### config.mk
export PLATFORM = sky130hd
export DESIGN_NAME = alu_issue
export DESIGN_NICKNAME = d
export VERILOG_FILES = /design/src/rtl/alu_issue.sv
export SDC_FILE = /design/constraint.sdc
export NUM_CORES = 1
export LEC_CHECK = 0
export ABC_AREA = 0
export BUFFER_PORTS_ARGS = -buffer_cell sky130_fd_sc_hd__buf_2
export CORE_AREA = 2 2 129 131
export DETAILED_ROUTE_END_ITERATION = 8
export DIE_AREA = 0 0 131 133
export PLACE_DENSITY_LB_ADDON = 0.15
export SKIP_CTS_REPAIR_TIMING = 1
export SYNTH_ARGS = -nofsm -noshare
export SYNTH_HDL_FRONTEND = slang
export SYNTH_SLANG_ARGS = --single-unit
### constraint.sdc
create_clock -name clk -period 1.7 [get_ports clk]
set_input_delay 0.34 -clock clk [delete_from_list [all_inputs] [get_ports clk]]
set_output_delay 0.34 -clock clk [all_outputs]
set_load 0.05 [all_outputs]
### src/rtl/alu_issue.sv
// Issue/decode front end for a combinational MIPS-style ALU: accepts one instruction,
// drives the ALU for one execute cycle, then returns the captured result on a response handshake.
module alu_issue #(
  parameter int CNT_W = 16
) (
  input  logic             clk,
  input  logic             rst,
  input  logic             in_valid,
  output logic             in_ready,
  input  logic [31:0]      instr,
  input  logic [31:0]      rs_val,
  input  logic [31:0]      rt_val,
  output logic [5:0]       aluc,
  output logic [31:0]      alu_a,
  output logic [31:0]      alu_b,
  input  logic [31:0]      alu_r,
  input  logic             alu_zero,
  input  logic             alu_carry,
  input  logic             alu_negative,
  input  logic             alu_overflow,
  output logic             out_valid,
  input  logic             out_ready,
  output logic [31:0]      out_result,
  output logic [4:0]       out_rd,
  output logic             out_wr_en,
  output logic             out_zero,
  output logic             out_carry,
  output logic             out_negative,
  output logic             out_trap,
  output logic             out_illegal,
  output logic [CNT_W-1:0] op_count,
  output logic [CNT_W-1:0] trap_count
);

  // state | meaning
  // IDLE  | waiting for an instruction, in_ready high
  // EXEC  | decoded opcode/operands driven to the ALU for one cycle
  // RESP  | captured result presented until out_ready
  typedef enum logic [1:0] {S_IDLE, S_EXEC, S_RESP} state_t;

  localparam logic [5:0] ALUC_IDLE = 6'b100001;

  state_t r_state, w_state_nxt;

  logic [5:0]       r_aluc;
  logic [31:0]      r_alu_a, r_alu_b;
  logic [4:0]       r_rd;
  logic             r_illegal, r_trapable;
  logic             r_out_valid, r_out_wr_en, r_out_zero, r_out_carry;
  logic             r_out_negative, r_out_trap, r_out_illegal;
  logic [31:0]      r_out_result;
  logic [4:0]       r_out_rd;
  logic [CNT_W-1:0] r_op_count, r_trap_count;

  logic        w_accept, w_resp_hs, w_trap;
  logic [5:0]  w_opcode, w_funct;
  logic [15:0] w_imm;
  logic [5:0]  w_dec_aluc;
  logic [31:0] w_dec_a, w_dec_b;
  logic [4:0]  w_dec_rd;
  logic        w_dec_illegal, w_dec_trapable;

  assign w_accept  = in_valid & (r_state == S_IDLE);
  assign w_resp_hs = r_out_valid & out_ready;
  assign w_opcode  = instr[31:26];
  assign w_funct   = instr[5:0];
  assign w_imm     = instr[15:0];

  always_comb begin
    w_state_nxt = r_state;
    case (r_state)
      S_IDLE:  if (w_accept) w_state_nxt = S_EXEC;
      S_EXEC:  w_state_nxt = S_RESP;
      S_RESP:  if (w_resp_hs) w_state_nxt = S_IDLE;
      default: w_state_nxt = S_IDLE;
    endcase
  end

  always_comb begin
    w_dec_aluc     = ALUC_IDLE;
    w_dec_a        = 32'd0;
    w_dec_b        = 32'd0;
    w_dec_rd       = instr[20:16];
    w_dec_illegal  = 1'b0;
    w_dec_trapable = 1'b0;
    if (w_opcode == 6'b000000) begin
      w_dec_rd   = instr[15:11];
      w_dec_aluc = w_funct;
      case (w_funct)
        6'h20, 6'h21, 6'h22, 6'h23, 6'h24, 6'h25, 6'h26, 6'h27, 6'h2A, 6'h2B: begin
          w_dec_a        = rs_val;
          w_dec_b        = rt_val;
          w_dec_trapable = (w_funct == 6'h20) || (w_funct == 6'h22);
        end
        6'h00, 6'h02, 6'h03: begin
          w_dec_a = rt_val;
          w_dec_b = {27'd0, instr[10:6]};
        end
        6'h04, 6'h06, 6'h07: begin
          w_dec_a = rt_val;
          w_dec_b = {27'd0, rs_val[4:0]};
        end
        default: begin
          w_dec_aluc    = ALUC_IDLE;
          w_dec_illegal = 1'b1;
        end
      endcase
    end else begin
      w_dec_a = rs_val;
      case (w_opcode)
        6'b001000: begin
          w_dec_aluc     = 6'b100000;
          w_dec_b        = {{16{w_imm[15]}}, w_imm};
          w_dec_trapable = 1'b1;
        end
        6'b001001: begin w_dec_aluc = 6'b100001; w_dec_b = {{16{w_imm[15]}}, w_imm}; end
        6'b001010: begin w_dec_aluc = 6'b101010; w_dec_b = {{16{w_imm[15]}}, w_imm}; end
        6'b001011: begin w_dec_aluc = 6'b101011; w_dec_b = {{16{w_imm[15]}}, w_imm}; end
        6'b001100: begin w_dec_aluc = 6'b100100; w_dec_b = {16'd0, w_imm}; end
        6'b001101: begin w_dec_aluc = 6'b100101; w_dec_b = {16'd0, w_imm}; end
        6'b001110: begin w_dec_aluc = 6'b100110; w_dec_b = {16'd0, w_imm}; end
        6'b001111: begin w_dec_aluc = 6'b001111; w_dec_a = {16'd0, w_imm}; end
        default: begin
          w_dec_a       = 32'd0;
          w_dec_illegal = 1'b1;
        end
      endcase
    end
  end

  always_ff @(posedge clk) begin
    if (rst) r_state <= S_IDLE;
    else     r_state <= w_state_nxt;
  end

  assign w_trap = r_trapable & alu_overflow;

  always_ff @(posedge clk) begin
    if (rst) begin
      r_aluc         <= ALUC_IDLE;
      r_alu_a        <= 32'd0;
      r_alu_b        <= 32'd0;
      r_rd           <= 5'd0;
      r_illegal      <= 1'b0;
      r_trapable     <= 1'b0;
      r_out_valid    <= 1'b0;
      r_out_result   <= 32'd0;
      r_out_rd       <= 5'd0;
      r_out_wr_en    <= 1'b0;
      r_out_zero     <= 1'b0;
      r_out_carry    <= 1'b0;
      r_out_negative <= 1'b0;
      r_out_trap     <= 1'b0;
      r_out_illegal  <= 1'b0;
      r_op_count     <= '0;
      r_trap_count   <= '0;
    end else if (w_accept) begin
      r_aluc     <= w_dec_aluc;
      r_alu_a    <= w_dec_a;
      r_alu_b    <= w_dec_b;
      r_rd       <= w_dec_rd;
      r_illegal  <= w_dec_illegal;
      r_trapable <= w_dec_trapable;
    end else if (r_state == S_EXEC) begin
      // ALU operands drop back to idle values as the result is captured
      r_aluc         <= ALUC_IDLE;
      r_alu_a        <= 32'd0;
      r_alu_b        <= 32'd0;
      r_out_valid    <= 1'b1;
      r_out_result   <= r_illegal ? 32'd0 : alu_r;
      r_out_rd       <= r_rd;
      r_out_wr_en    <= !r_illegal && !w_trap && (r_rd != 5'd0);
      r_out_zero     <= alu_zero;
      r_out_carry    <= alu_carry;
      r_out_negative <= alu_negative;
      r_out_trap     <= w_trap;
      r_out_illegal  <= r_illegal;
    end else if (w_resp_hs) begin
      r_out_valid <= 1'b0;
      r_op_count  <= r_op_count + 1'b1;
      if ((r_out_trap || r_out_illegal) && (r_trap_count != {CNT_W{1'b1}}))
        r_trap_count <= r_trap_count + 1'b1;
    end
  end

  assign in_ready     = (r_state == S_IDLE);
  assign aluc         = r_aluc;
  assign alu_a        = r_alu_a;
  assign alu_b        = r_alu_b;
  assign out_valid    = r_out_valid;
  assign out_result   = r_out_result;
  assign out_rd       = r_out_rd;
  assign out_wr_en    = r_out_wr_en;
  assign out_zero     = r_out_zero;
  assign out_carry    = r_out_carry;
  assign out_negative = r_out_negative;
  assign out_trap     = r_out_trap;
  assign out_illegal  = r_out_illegal;
  assign op_count     = r_op_count;
  assign trap_count   = r_trap_count;

endmodule
==> summary.txt, run 1 <==
Status
  • Status: completed

Logic synthesis
  • Async set-reset flop share out of synthesis: 0%
  • Distinct cells, synth: 50
  • Gate Count Post-Synth: ~800
  • Post-Syn Nets: 940
  • Yosys reg bits: 155
  • Seq/Total Area, Yosys: between 40 and 50%
  • EDFF count, synth: 0
  • Top_reg_cell synth: dfxtp_1
  • Yosys warning count: 0
  • Syn Area/Cell: 8.421 um^2
  • Post-Syn Area: 6754 um^2

Floorplan
  • Core area: ~16000 um^2
  • Number of placed I/O pins: between 200 and 300
  • Die H: between 100 and 150 um
  • Die area: ~17000 um^2
  • Die X-Extent: 131 um
  • Starting Density: around two fifths
  • Rows: between 40 and 50

Global route
  • First-pass GRT wire length: between 30000 and 40000 um
  • Antenna violations before repair: 2
  • Total gr overflow: 0
  • Largest net degree at the start of global routing: 48
  • Total GRT Usage: around 25%
  • Number of global-route vias before repair: 6618

Layout
  • Commonest non-fill, non-tap cell in the layout: buf_2
  • Footprint of the multi-input gates: between 3000 and 4000 um^2
  • Filler cell count: between 1.5k and 2k
  • Non-filler cells, final: around 1.3k
  • Layout cell share with drive strength beyond 1: between 30% and 40%
  • Layout area overhead: 41.65%
  • Final Util: 59.16%
  • Most frequent cells in the layout: buf_2 (276), dfxtp_1 (128), nand2_1 (118)
  • Reg area: about 3200 um^2
  • Nets: between 1k and 1.5k

Critical path
  • WS Path Type: register to register
  • CP Max Fanout: 7
  • RR Startpoint: r_state[0]
  • Worst Reg-to-Reg Cells: 4
  • Reg2reg setup slack: 0.03 ns
  • Crit start category: register
  • Reg2reg end: trap_count[6]
  • Crit path DAT: approximately 2.0 ns
  • Worst EP required: around 2 ns
  • Worst setup EP type: register

Hold path
  • Hold Path Class: primary input to register
  • Worst min-delay path startpoint: rs_val[19]
  • Hold Path End: alu_a[19]
  • Worst hold stages: 3

Detailed routing
  • Post-Route WL: 21830 um
  • Vias: 7062
  • DR WL/cell: 16.44 um
  • DRC Markers: 0
  • Final ANT Viol Nets: 0
  • Initial drt markers: around 430
  • Iteration count of the initial detailed-routing pass: 8
  • Vias per cell: around 5.3

STA
  • Fmax: around 0.60 GHz
  • Least-Margin Pin Slew: 0.5105 ns
  • Worst Slack Setup Final: roughly 0.026 ns
  • Final Hold Viols: 0
  • Clock skew: between 0.01 and 0.015 ns
  • Max-slew headroom: 65.96%
  • RSZ-0062 raised after global routing: true
  • Final Hold Slack: 0.1658 ns
  • Final min period: approximately 1.7 ns
  • Setup violators final: 0
  • Max-slew violation count: 0
  • Final worst path period share: 98.48%

Clock network
  • Clk slew on worst S/H paths: about 0.060 ns
  • Clock root buffer: clkbuf_16
  • Skew-Pair Late Insertion Delay: between 0.4 and 0.5 ns
  • Num CTS Buffers: 17
  • H-tree lvl count: 4
  • Clock buffer depth: 2
  • CTS tree: built
  • Clk sinks: ~160

Placed design
  • Dpl ws: -0.1350 ns
  • IO buf count: between 200 and 300
  • GPL Wtd Cong: between 0.8 and 0.9
  • Cells after DPL: 1295
  • DP HPWL: around 15000 um

Power and ir drop
  • Power density over cell area: between 900 and 1000 nW/um^2
  • LEAKAGE: roughly 4.1 nW
  • Clock power frac: approximately 44%
  • NetSw: 0.002352 W
  • Switching part of the total power: 26.49%
  • Max VDD drop: around 0.00074 V
  • Combinational share of power: between 10 and 15%
  • Sequential power share: a little over two fifths
  • P_int: 0.006525 W

Job
  • Max_cap viols: 0
[routing by layer]
layer	vias up	track usage [%]	routed length (um)
li1	3485	-	-
met3	29	7.319	1817
met2	250	40.16	10210
met5	-	0	0
met1	3298	30.88	9372
met4	0	8.156	431
[power by group through the flow]
stage	sequential (W)	combinational (W)	clock, W
finish	0.00376	0.00121	0.00391
global route	0.00377	0.00130	0.00415
CTS	0.00376	0.00120	0.00400
detailed placement	0.00384	0.00120	0
global placement	0.00383	0.00120	0
floorplan	0.00407	0.000437	0
[how the worst max path moves through the flow]
stage                       start            end  slack (ns)
floorplan           trap_count[1]  trap_count[6]       -0.07
global route            out_valid  trap_count[6]       -0.05
global placement        instr[28]       alu_a[3]       -0.12
CTS                    r_state[0]       alu_a[0]       -0.07
detailed placement      instr[28]       alu_a[5]       -0.14
finish                 r_state[0]  trap_count[6]        0.03
[layout make-up]
cell class | instances | share of cell area (%)
Multi-Input combinational cell | 577 | 36.76
Timing Repair Buffer | 339 | 20.82
Clock buffer | 21 | 4.826
Tap cell | 220 | 2.877
Antenna cell | 2 | 0.05231
Inverter | 4 | 0.1569
Sequential cell | 155 | 33.05
Clock inverter | 10 | 1.452
[metrics by stage]
step | setup TNS, ns | total power [W] | cell area [um^2]
after floorplan | -0.8599 | 0.004512 | 6893
after global placement | -2.712 | 0.005032 | 8909
after detailed placement | -3.592 | 0.005037 | 8909
after CTS | -0.9008 | 0.008964 | 9509
after global routing | -0.2308 | 0.009218 | 9567
final | 0 | 0.008877 | 9567
[cells in the mapped netlist, drive strengths merged (8+ instances only)]
master  number  share of area, %
a22oi       43               4.8
o21ai       36               2.7
nand3       29               2.1
nand2      118               6.6
nand4        8              0.74
a21oi      106               7.9
nand3b      33               3.7
xnor2       10               1.3
nor2        52               2.9
dfxtp      155                46
xor2        12               1.6
buf         15               1.1
clkbuf      51               2.8
nor3         8              0.76
a22o        32               4.1
[worst max-delay path, cell delays in order, from the launching register on]
cell and delay [ns]:
dfxtp_1 0.33, o21ba_4 0.24, or4_4 0.58, or3_1 0.35, a21oi_2 0.11
[registers in the layout, summed over array words and instances, names as in the netlist]
| signal | count |
|---|---|
| alu_a | 32 |
| alu_b | 32 |
| out_wr_en | 1 |
| out_carry | 1 |
| out_illegal | 1 |
| op_count | 16 |
| trap_count | 16 |
| aluc | 6 |
| r_trapable | 1 |
| out_result | 32 |
| out_zero | 1 |
| out_trap | 1 |
| r_state | 2 |
| r_rd | 5 |
| r_illegal | 1 |
| out_rd | 5 |
| out_negative | 1 |
| out_valid | 1 |
[cell families (layout without fill, tap and decap cells)]
family	after synthesis	in the layout	synth area share (%)
AO/OA/AOI/OAI	250	250	23.64
XOR/XNOR	22	22	2.853
adder cells (fa/ha/maj)	2	2	0.3704
buffers and inverters	70	374	4.131
flip-flops	155	155	45.94
multiplexers	7	7	1.056
other	0	2	0
AND/OR/NAND/NOR	296	296	22.01
Note: power is estimated with default switching activity, not from simulation.
==> inputs of run 2 (changes only) <==
--- a/config.mk
+++ b/config.mk
@@ -7,9 +7,9 @@
 export LEC_CHECK = 0
 export ABC_AREA = 0
 export BUFFER_PORTS_ARGS = -buffer_cell sky130_fd_sc_hd__buf_2
-export CORE_AREA = 2 2 129 131
+export CORE_AREA = 2 2 142 144
 export DETAILED_ROUTE_END_ITERATION = 8
-export DIE_AREA = 0 0 131 133
+export DIE_AREA = 0 0 144 146
 export PLACE_DENSITY_LB_ADDON = 0.15
 export SKIP_CTS_REPAIR_TIMING = 1
 export SYNTH_ARGS = -nofsm -noshare
==> run 2 against run 1 <==
Effect of this change: global-route usage shrank 2.9 points; core utilization is 8.9 points lower; design area increased by 1.6%; critical path depth rose by 1; register-to-register slack about the same; combinational power barely moved; count of clock-buffer cells in the layout decreased by 2; fmax is 0.21% lower; cell count is 4.1% higher; critical path type unchanged.
==> summary.txt, run 2 (synthesis results as in run 1) <==
Floorplan
  • Core area: 19330 um^2 (+20%)
  • Die X-Extent: 144 um (+9.9%)
  • Rows: 51 (+8.5%)
  • Number of placed I/O pins: 283 (unchanged)
  • Die H: 146 um (+9.8%)
  • Starting Density: 34.93% (-6.8 points)
  • Die area: 21020 um^2 (+21%)

Layout
  • Filler cell count: 1904 (+27%)
  • N_diodes: 0 (-2)
  • Most frequent cells in the layout: buf_2 (276), dfxtp_1 (127), nand2_1 (117)
  • Nets: 1242 (+0.81%)
  • Layout area overhead: 43.94%
  • Layout cell share with drive strength beyond 1: 39.21% (+0.88 points)
  • Fin area: 9722 um^2 (+1.6%)
  • Commonest non-fill, non-tap cell in the layout: buf_2

Clock network
  • H-tree lvl count: 4 (unchanged)
  • CTS tree: built
  • Skew-Pair Late Insertion Delay: 0.43 ns (about the same)
  • Clock buffer depth: 2 (unchanged)
  • Clk slew on worst S/H paths: 0.07 ns (about the same)
  • Num CTS Buffers: 17 (unchanged)
  • Clock root buffer: clkbuf_16
  • Clk sinks: 155 (unchanged)

Job
  • Max_cap viols: 0 (unchanged)

Power and ir drop
  • NetSw: 0.002520 W (+7.1%)
  • Max VDD drop: 0.0007659 V (+3.8%)
  • Power density over cell area: 889.7 nW/um^2 (-4.1%)
  • P_int: 0.006130 W (-6.1%)
  • Switching part of the total power: 29.13% (+2.6 points)
  • Combinational share of power: 14.3% (+0.7 points)
  • Clock power frac: 42.3% (-1.7 points)
  • LEAKAGE: 4.181 nW (+1.6%)
  • Sequential power share: 43.4% (+1.1 points)

Global route
  • Number of global-route vias before repair: 6737 (+1.8%)
  • First-pass GRT wire length: 36230 um (+6.9%)
  • Antenna violations before repair: 2 (unchanged)
  • Total GRT Usage: 21.71% (-2.9 points)
  • Total gr overflow: 0 (unchanged)
  • Largest net degree at the start of global routing: 48 (unchanged)

Critical path
  • WS Path Type: register to register
  • Worst setup EP type: register
  • Reg2reg setup slack: 0.02 ns (about the same)
  • Crit start category: register
  • Reg2reg end: trap_count[6]
  • RR Startpoint: trap_count[0]
  • Worst Reg-to-Reg Cells: 5 (+1)
  • Worst EP required: 2.05 ns (about the same)
  • Crit path DAT: 2.03 ns (about the same)
  • CP Max Fanout: 7 (unchanged)

Hold path
  • Hold Path End: out_negative
  • Worst hold stages: 3 (unchanged)
  • Worst min-delay path startpoint: alu_negative
  • Hold Path Class: primary input to register

Detailed routing
  • DR WL/cell: 16.84 um (+2.5%)
  • Vias per cell: 5.106 (-4.0%)
  • Post-Route WL: 23280 um (+6.6%)
  • Final ANT Viol Nets: 0 (unchanged)
  • Iteration count of the initial detailed-routing pass: 5 (-3)
  • Vias: 7057 (-0.071%)
  • Initial drt markers: 306 (-29%)
  • DRC Markers: 0 (unchanged)

Placed design
  • GPL Wtd Cong: 0.7987 (-7.3%)
  • IO buf count: 277 (unchanged)
  • Dpl cell area: 9047 um^2 (+1.6%)
  • DP HPWL: 16490 um (+6.5%)

STA
  • Final worst path period share: 98.69% (+0.20 points)
  • Final min period: 1.678 ns (+0.003465 ns)
  • Setup violators final: 0 (unchanged)
  • RSZ-0062 raised after global routing: true
  • Final Hold Slack: 0.1516 ns (-0.01420 ns)
  • Max-slew headroom: 65.79% (-0.17 points)
  • Fmax: 0.5961 GHz (-0.21%)
  • Post-Route Setup TNS: 0 ns (unchanged)
  • Least-Margin Pin Slew: 0.5119 ns (+0.001372 ns)
  • Clock skew: 0.01035 ns (-0.001718 ns)
  • Max-slew violation count: 0 (unchanged)
  • Final Hold Viols: 0 (unchanged)

Status
  • Status: completed
==> run 2: power by group through the flow <==
stage	Combinational [W]	Sequential, W	Clock [W]
6_report	0.00124	0.00376	0.00365
5_1_grt	0.00133	0.00377	0.00388
4_1_cts	0.00124	0.00375	0.00376
3_5_place_dp	0.00123	0.00384	0
3_3_place_gp	0.00123	0.00384	0
2_1_floorplan	0.000437	0.00407	0
==> run 2: how the worst max path moves through the flow <==
stage / start / endpoint / cells past startpoint
final: trap_count[0] / trap_count[6] / 5
after global routing: trap_count[0] / trap_count[6] / 5
after CTS: r_state[0] / alu_a[0] / 6
after global placement: in_valid / trap_count[6] / 5
after detailed placement: in_valid / trap_count[6] / 5
after floorplan: trap_count[1] / trap_count[6] / 6
==> run 2: metal layers <==
| layer | routed length [um] | vias up | GRT usage (%) | share of wire (%) |
|---|---|---|---|---|
| met2 | 10720 | 260 | 34.71 | 46 |
| li1 | - | 3497 | - | - |
| met4 | 285 | 2 | 6.471 | 1.2 |
| met5 | 17 | - | 0 | 0.073 |
| met1 | 10360 | 3275 | 28.33 | 45 |
| met3 | 1891 | 23 | 6.285 | 8.1 |
==> run 2: cell type report <==
type / instances / area, um^2 / area share [%]
clock buffers: 19 / 452.9 / 4.659
repair buffers: 349 / 2130 / 21.90
clock inverters: 13 / 107.6 / 1.107
flip-flops and latches: 155 / 3163 / 32.54
well taps: 265 / 331.6 / 3.411
inverters: 4 / 15.01 / 0.1544
multi-input cells: 577 / 3522 / 36.23
==> run 2: critical path, cell delays in order (launching register included) <==
cell     delay (ns)
dfxtp_4        0.38
ha_4           0.15
inv_2          0.03
or4_4          0.60
or3_1          0.33
a21oi_1        0.11
==> run 2: metrics by stage <==
stage	cells	utilization [%]	total power (W)	setup WS [ns]
2_1_floorplan	802	-	0.004512	-0.06892
3_3_place_gp	1345	46.79	0.005067	-0.1098
3_5_place_dp	1345	46.79	0.005069	-0.1138
4_1_cts	1377	49.69	0.008748	-0.07554
5_1_grt	1382	50.28	0.008974	-0.04031
6_report	1382	50.28	0.008650	0.02234
==> inputs of run 3 (changes only) <==
--- a/config.mk
+++ b/config.mk
@@ -5,11 +5,11 @@
 export SDC_FILE = /design/constraint.sdc
 export NUM_CORES = 1
 export LEC_CHECK = 0
-export ABC_AREA = 0
+export ABC_AREA = 1
 export BUFFER_PORTS_ARGS = -buffer_cell sky130_fd_sc_hd__buf_2
-export CORE_AREA = 2 2 142 144
+export CORE_AREA = 2 2 152 154
 export DETAILED_ROUTE_END_ITERATION = 8
-export DIE_AREA = 0 0 144 146
+export DIE_AREA = 0 0 154 156
 export PLACE_DENSITY_LB_ADDON = 0.15
 export SKIP_CTS_REPAIR_TIMING = 1
 export SYNTH_ARGS = -nofsm -noshare
==> run 3 against run 2 <==
Effect of this change: cell count rose by 27%; via count rose by 19%; core utilization fell by 4.4 points; critical path depth rose by 2; first-iteration DRC count rose by 53%; non-clock buffer count fell by 27; fmax rose by 5.7%; flip-flop and latch count did not move; clock power rose by 11%; critical path type unchanged; largest cell class unchanged.
==> summary.txt, run 3 <==
Status
  • Status: completed

Placed design
  • Dpl cell area: 9607 um^2 (+6.2%)
  • IO buf count: 277 (unchanged)
  • GPL Wtd Cong: 0.9200 (+15%)
  • DP HPWL: 18560 um (+13%)

Power and ir drop
  • Max VDD drop: 0.0005626 V (-27%)
  • Power density over cell area: 895.2 nW/um^2 (+0.61%)
  • LEAKAGE: 4.919 nW (+18%)
  • NetSw: 0.002623 W (+4.1%)
  • Switching part of the total power: 28.55% (-0.58 points)
  • Combinational share of power: 14.7% (+0.4 points)
  • P_int: 0.006563 W (+7.1%)
  • Clock power frac: 44.1% (+1.8 points)
  • Sequential power share: 41.2% (-2.2 points)

Layout
  • Most frequent cells in the layout: nand2_1 (413), buf_2 (276), dfxtp_1 (149)
  • Nets: 1590 (+28%)
  • Fin area: 10260 um^2 (+5.5%)
  • Layout area overhead: 33.07%
  • Commonest non-fill, non-tap cell in the layout: nand2_1
  • Filler cell count: 2384 (+25%)
  • Layout cell share with drive strength beyond 1: 26.89% (-12 points)

Clock network
  • Clk slew on worst S/H paths: 0.06 ns (about the same)
  • H-tree lvl count: 4 (unchanged)
  • Skew-Pair Late Insertion Delay: 0.43 ns (about the same)
  • Clock root buffer: clkbuf_16
  • Clk sinks: 155 (unchanged)
  • CTS tree: built
  • Clock buffer depth: 2 (unchanged)
  • Num CTS Buffers: 17 (unchanged)

Logic synthesis
  • Seq/Total Area, Yosys: 40.24% (-5.7 points)
  • Post-Syn Area: 7711 um^2 (+14%)
  • Area contributors post-synth: dfxtp_1 (40%), nand2_1 (20%), a21oi_1 (7.7%)
  • Yosys reg bits: 155 (unchanged)
  • Leading area contributor after synthesis: dfxtp_1
  • Leading cell type by number of instances after synthesis: nand2_1
  • Yosys top cell area share: 40.24% (-5.7 points)
  • Distinct cells, synth: 37 (-26%)
  • Syn Area/Cell: 6.540 um^2 (-22%)
  • Async set-reset flop share out of synthesis: 0% (unchanged)
  • Gate Count Post-Synth: 1179 (+47%)
  • Post-Syn Nets: 1317 (+40%)
  • Yosys warning count: 0 (unchanged)
  • EDFF count, synth: 0 (unchanged)
  • Post-synth top cells: nand2_1 (413), dfxtp_1 (155), a21oi_1 (118), o21ai_0 (116), inv_1 (87)
  • Top_reg_cell synth: dfxtp_1

Critical path
  • CP startpoint: r_state[0]
  • Stages on the worst setup path: 7 (+2)
  • RR Startpoint: r_state[0]
  • Worst EP required: 2.04 ns (about the same)
  • CP max-delay cell: dfxtp_1
  • Critical Path End: alu_b[11]
  • Reg2reg setup slack: 0.11 ns (+0.09 ns)
  • Worst setup EP type: register
  • Worst Path Buf+Inv: 1 (unchanged)
  • Max stage delay on crit path: 0.38 ns (-0.22 ns)
  • CP Max Fanout: 13 (+6)
  • Crit path DAT: 1.93 ns (-0.10 ns)
  • Crit path max-delay family: simple AND/OR/NAND/NOR gates
  • Cell breakdown of the critical path: nor2_4, nand2_4, inv_8, nand2_1, o21ai_0, nand2_1, a21oi_1
  • Reg2reg end: alu_b[11]
  • Most numerous cell on the critical path: nand2_1
  • Crit start category: register
  • Worst Reg-to-Reg Cells: 7 (+2)
  • WS Path Type: register to register

Global route
  • Number of global-route vias before repair: 7833 (+16%)
  • M3 GR Usage: 5.417% (-0.87 points)
  • First-pass GRT wire length: 40780 um (+13%)
  • Largest net degree at the start of global routing: 108 (+130%)
  • Antenna violations before repair: 4 (+2)
  • M1 GR Usage: 27.38% (-0.95 points)
  • GR peak layer: met2
  • M2 GR Usage: 34.98% (+0.26 points)
  • Total GRT Usage: 21.14% (-0.57 points)
  • Total gr overflow: 0 (unchanged)

Floorplan
  • Core area: 22370 um^2 (+16%)
  • Rows: 55 (+7.8%)
  • Number of placed I/O pins: 283 (unchanged)
  • Die area: 24020 um^2 (+14%)
  • Die X-Extent: 154 um (+6.9%)
  • Die H: 156 um (+6.8%)
  • Starting Density: 34.48% (-0.45 points)

Detailed routing
  • Post-Route WL: 26060 um (+12%)
  • Initial drt markers: 467 (+53%)
  • DRC Markers: 0 (unchanged)
  • DR WL/cell: 14.88 um (-12%)
  • Vias per cell: 4.800 (-6.0%)
  • Final ANT Viol Nets: 0 (unchanged)
  • Iteration count of the initial detailed-routing pass: 7 (+2)
  • Vias: 8410 (+19%)

STA
  • RSZ-0062 raised after global routing: false
  • Final Hold Viols: 0 (unchanged)
  • Fmax: 0.6302 GHz (+5.7%)
  • Final Hold Slack: 0.1517 ns (+0.00004100 ns)
  • Least-Margin Pin Slew: 0.5135 ns (+0.001647 ns)
  • Final min period: 1.587 ns (-0.09077 ns)
  • Clock skew: 0.01808 ns (+0.007729 ns)
  • Final worst path period share: 93.35% (-5.3 points)
  • Max-slew violation count: 0 (unchanged)
  • Setup violators final: 0 (unchanged)
  • Max-slew headroom: 65.76% (about the same)

Hold path
  • Hold Path Class: primary input to register

Job
  • Max_cap viols: 0 (unchanged)
==> run 3: cell count changes after synthesis, moves of 9 or more <==
cell	previous run	this run
nand2_1	118	413
o21ai_0	0	116
inv_1	4	87
a22oi_1	43	0
nand3b_1	33	0
a22o_1	32	0
nand3_1	29	54
o21ai_1	36	13
clkbuf_1	51	34
nand4_1	8	22
a21oi_1	106	118
nor2_1	51	63
buf_2	10	19
nand2_2	0	9
==> run 3: worst min path at each step <==
stage                 start            to  slack [ns]  cells after the start
2_1_floorplan       r_rd[3]     out_rd[3]        0.44                      2
6_report          alu_carry     out_carry        0.15                      3
3_5_place_dp        aluc[4]       aluc[4]        0.43                      2
4_1_cts           alu_carry     out_carry        0.13                      3
3_3_place_gp        aluc[4]       aluc[4]        0.42                      2
5_1_grt        alu_negative  out_negative        0.15                      3
==> run 3: worst reg2reg max path, delay by kind of cell (launching register included) <==
family | cells | cell delay (ns)
simple gates | 4 | 0.61
compound gates | 2 | 0.41
buf+inv | 1 | 0.12
flops | 1 | 0.38
==> run 3: power by group through the flow <==
stage | Clock (W) | Sequential, W | Combinational, W
floorplan | 0 | 0.00415 | 0.000543
global placement | 0 | 0.00386 | 0.00135
detailed placement | 0 | 0.00387 | 0.00135
CTS | 0.00417 | 0.00379 | 0.00135
global route | 0.00431 | 0.00380 | 0.00147
finish | 0.00405 | 0.00378 | 0.00135
==> run 3: cells by family after synthesis <==
kind of cell,after synthesis,share of synthesized area [%]
simple gates,590,31.98
compound gates,258,17.30
buf+inv,164,9.021
fa+ha+maj,2,0.3245
xor+xnor,10,1.136
flops,155,40.24
==> run 3: layer usage <==
layer	share of wire, %	vias up
li1	-	4340
met1	45	3746
met2	47	287
met3	6.9	31
met4	1.5	6
met5	0.15	-
==> run 3: through the flow <==
step | setup TNS, ns | std cells | utilization (%) | total power (W) | setup WS (ns)
6_report | 0 | 1752 | 45.88 | 0.009185 | 0.1131
5_1_grt | 0 | 1750 | 45.86 | 0.009575 | 0.001550
4_1_cts | 0 | 1750 | 45.72 | 0.009304 | 0.07059
3_5_place_dp | -0.02538 | 1718 | 42.95 | 0.005216 | -0.02538
3_3_place_gp | 0 | 1718 | 42.95 | 0.005212 | 0.005591
2_1_floorplan | 0 | 1179 | - | 0.004692 | 0.01146
==> run 3: final cells by class <==
cell class / count / area (um^2) / area share (%)
Clock buffer: 21 / 460.4 / 4.487
Sequential cell: 155 / 3110 / 30.31
Inverter: 96 / 367.9 / 3.585
Multi-Input combinational cell: 860 / 3935 / 38.35
Antenna cell: 2 / 5.005 / 0.04877
Tap cell: 285 / 356.6 / 3.475
Timing Repair Buffer: 322 / 1868 / 18.21
Clock inverter: 11 / 157.7 / 1.536
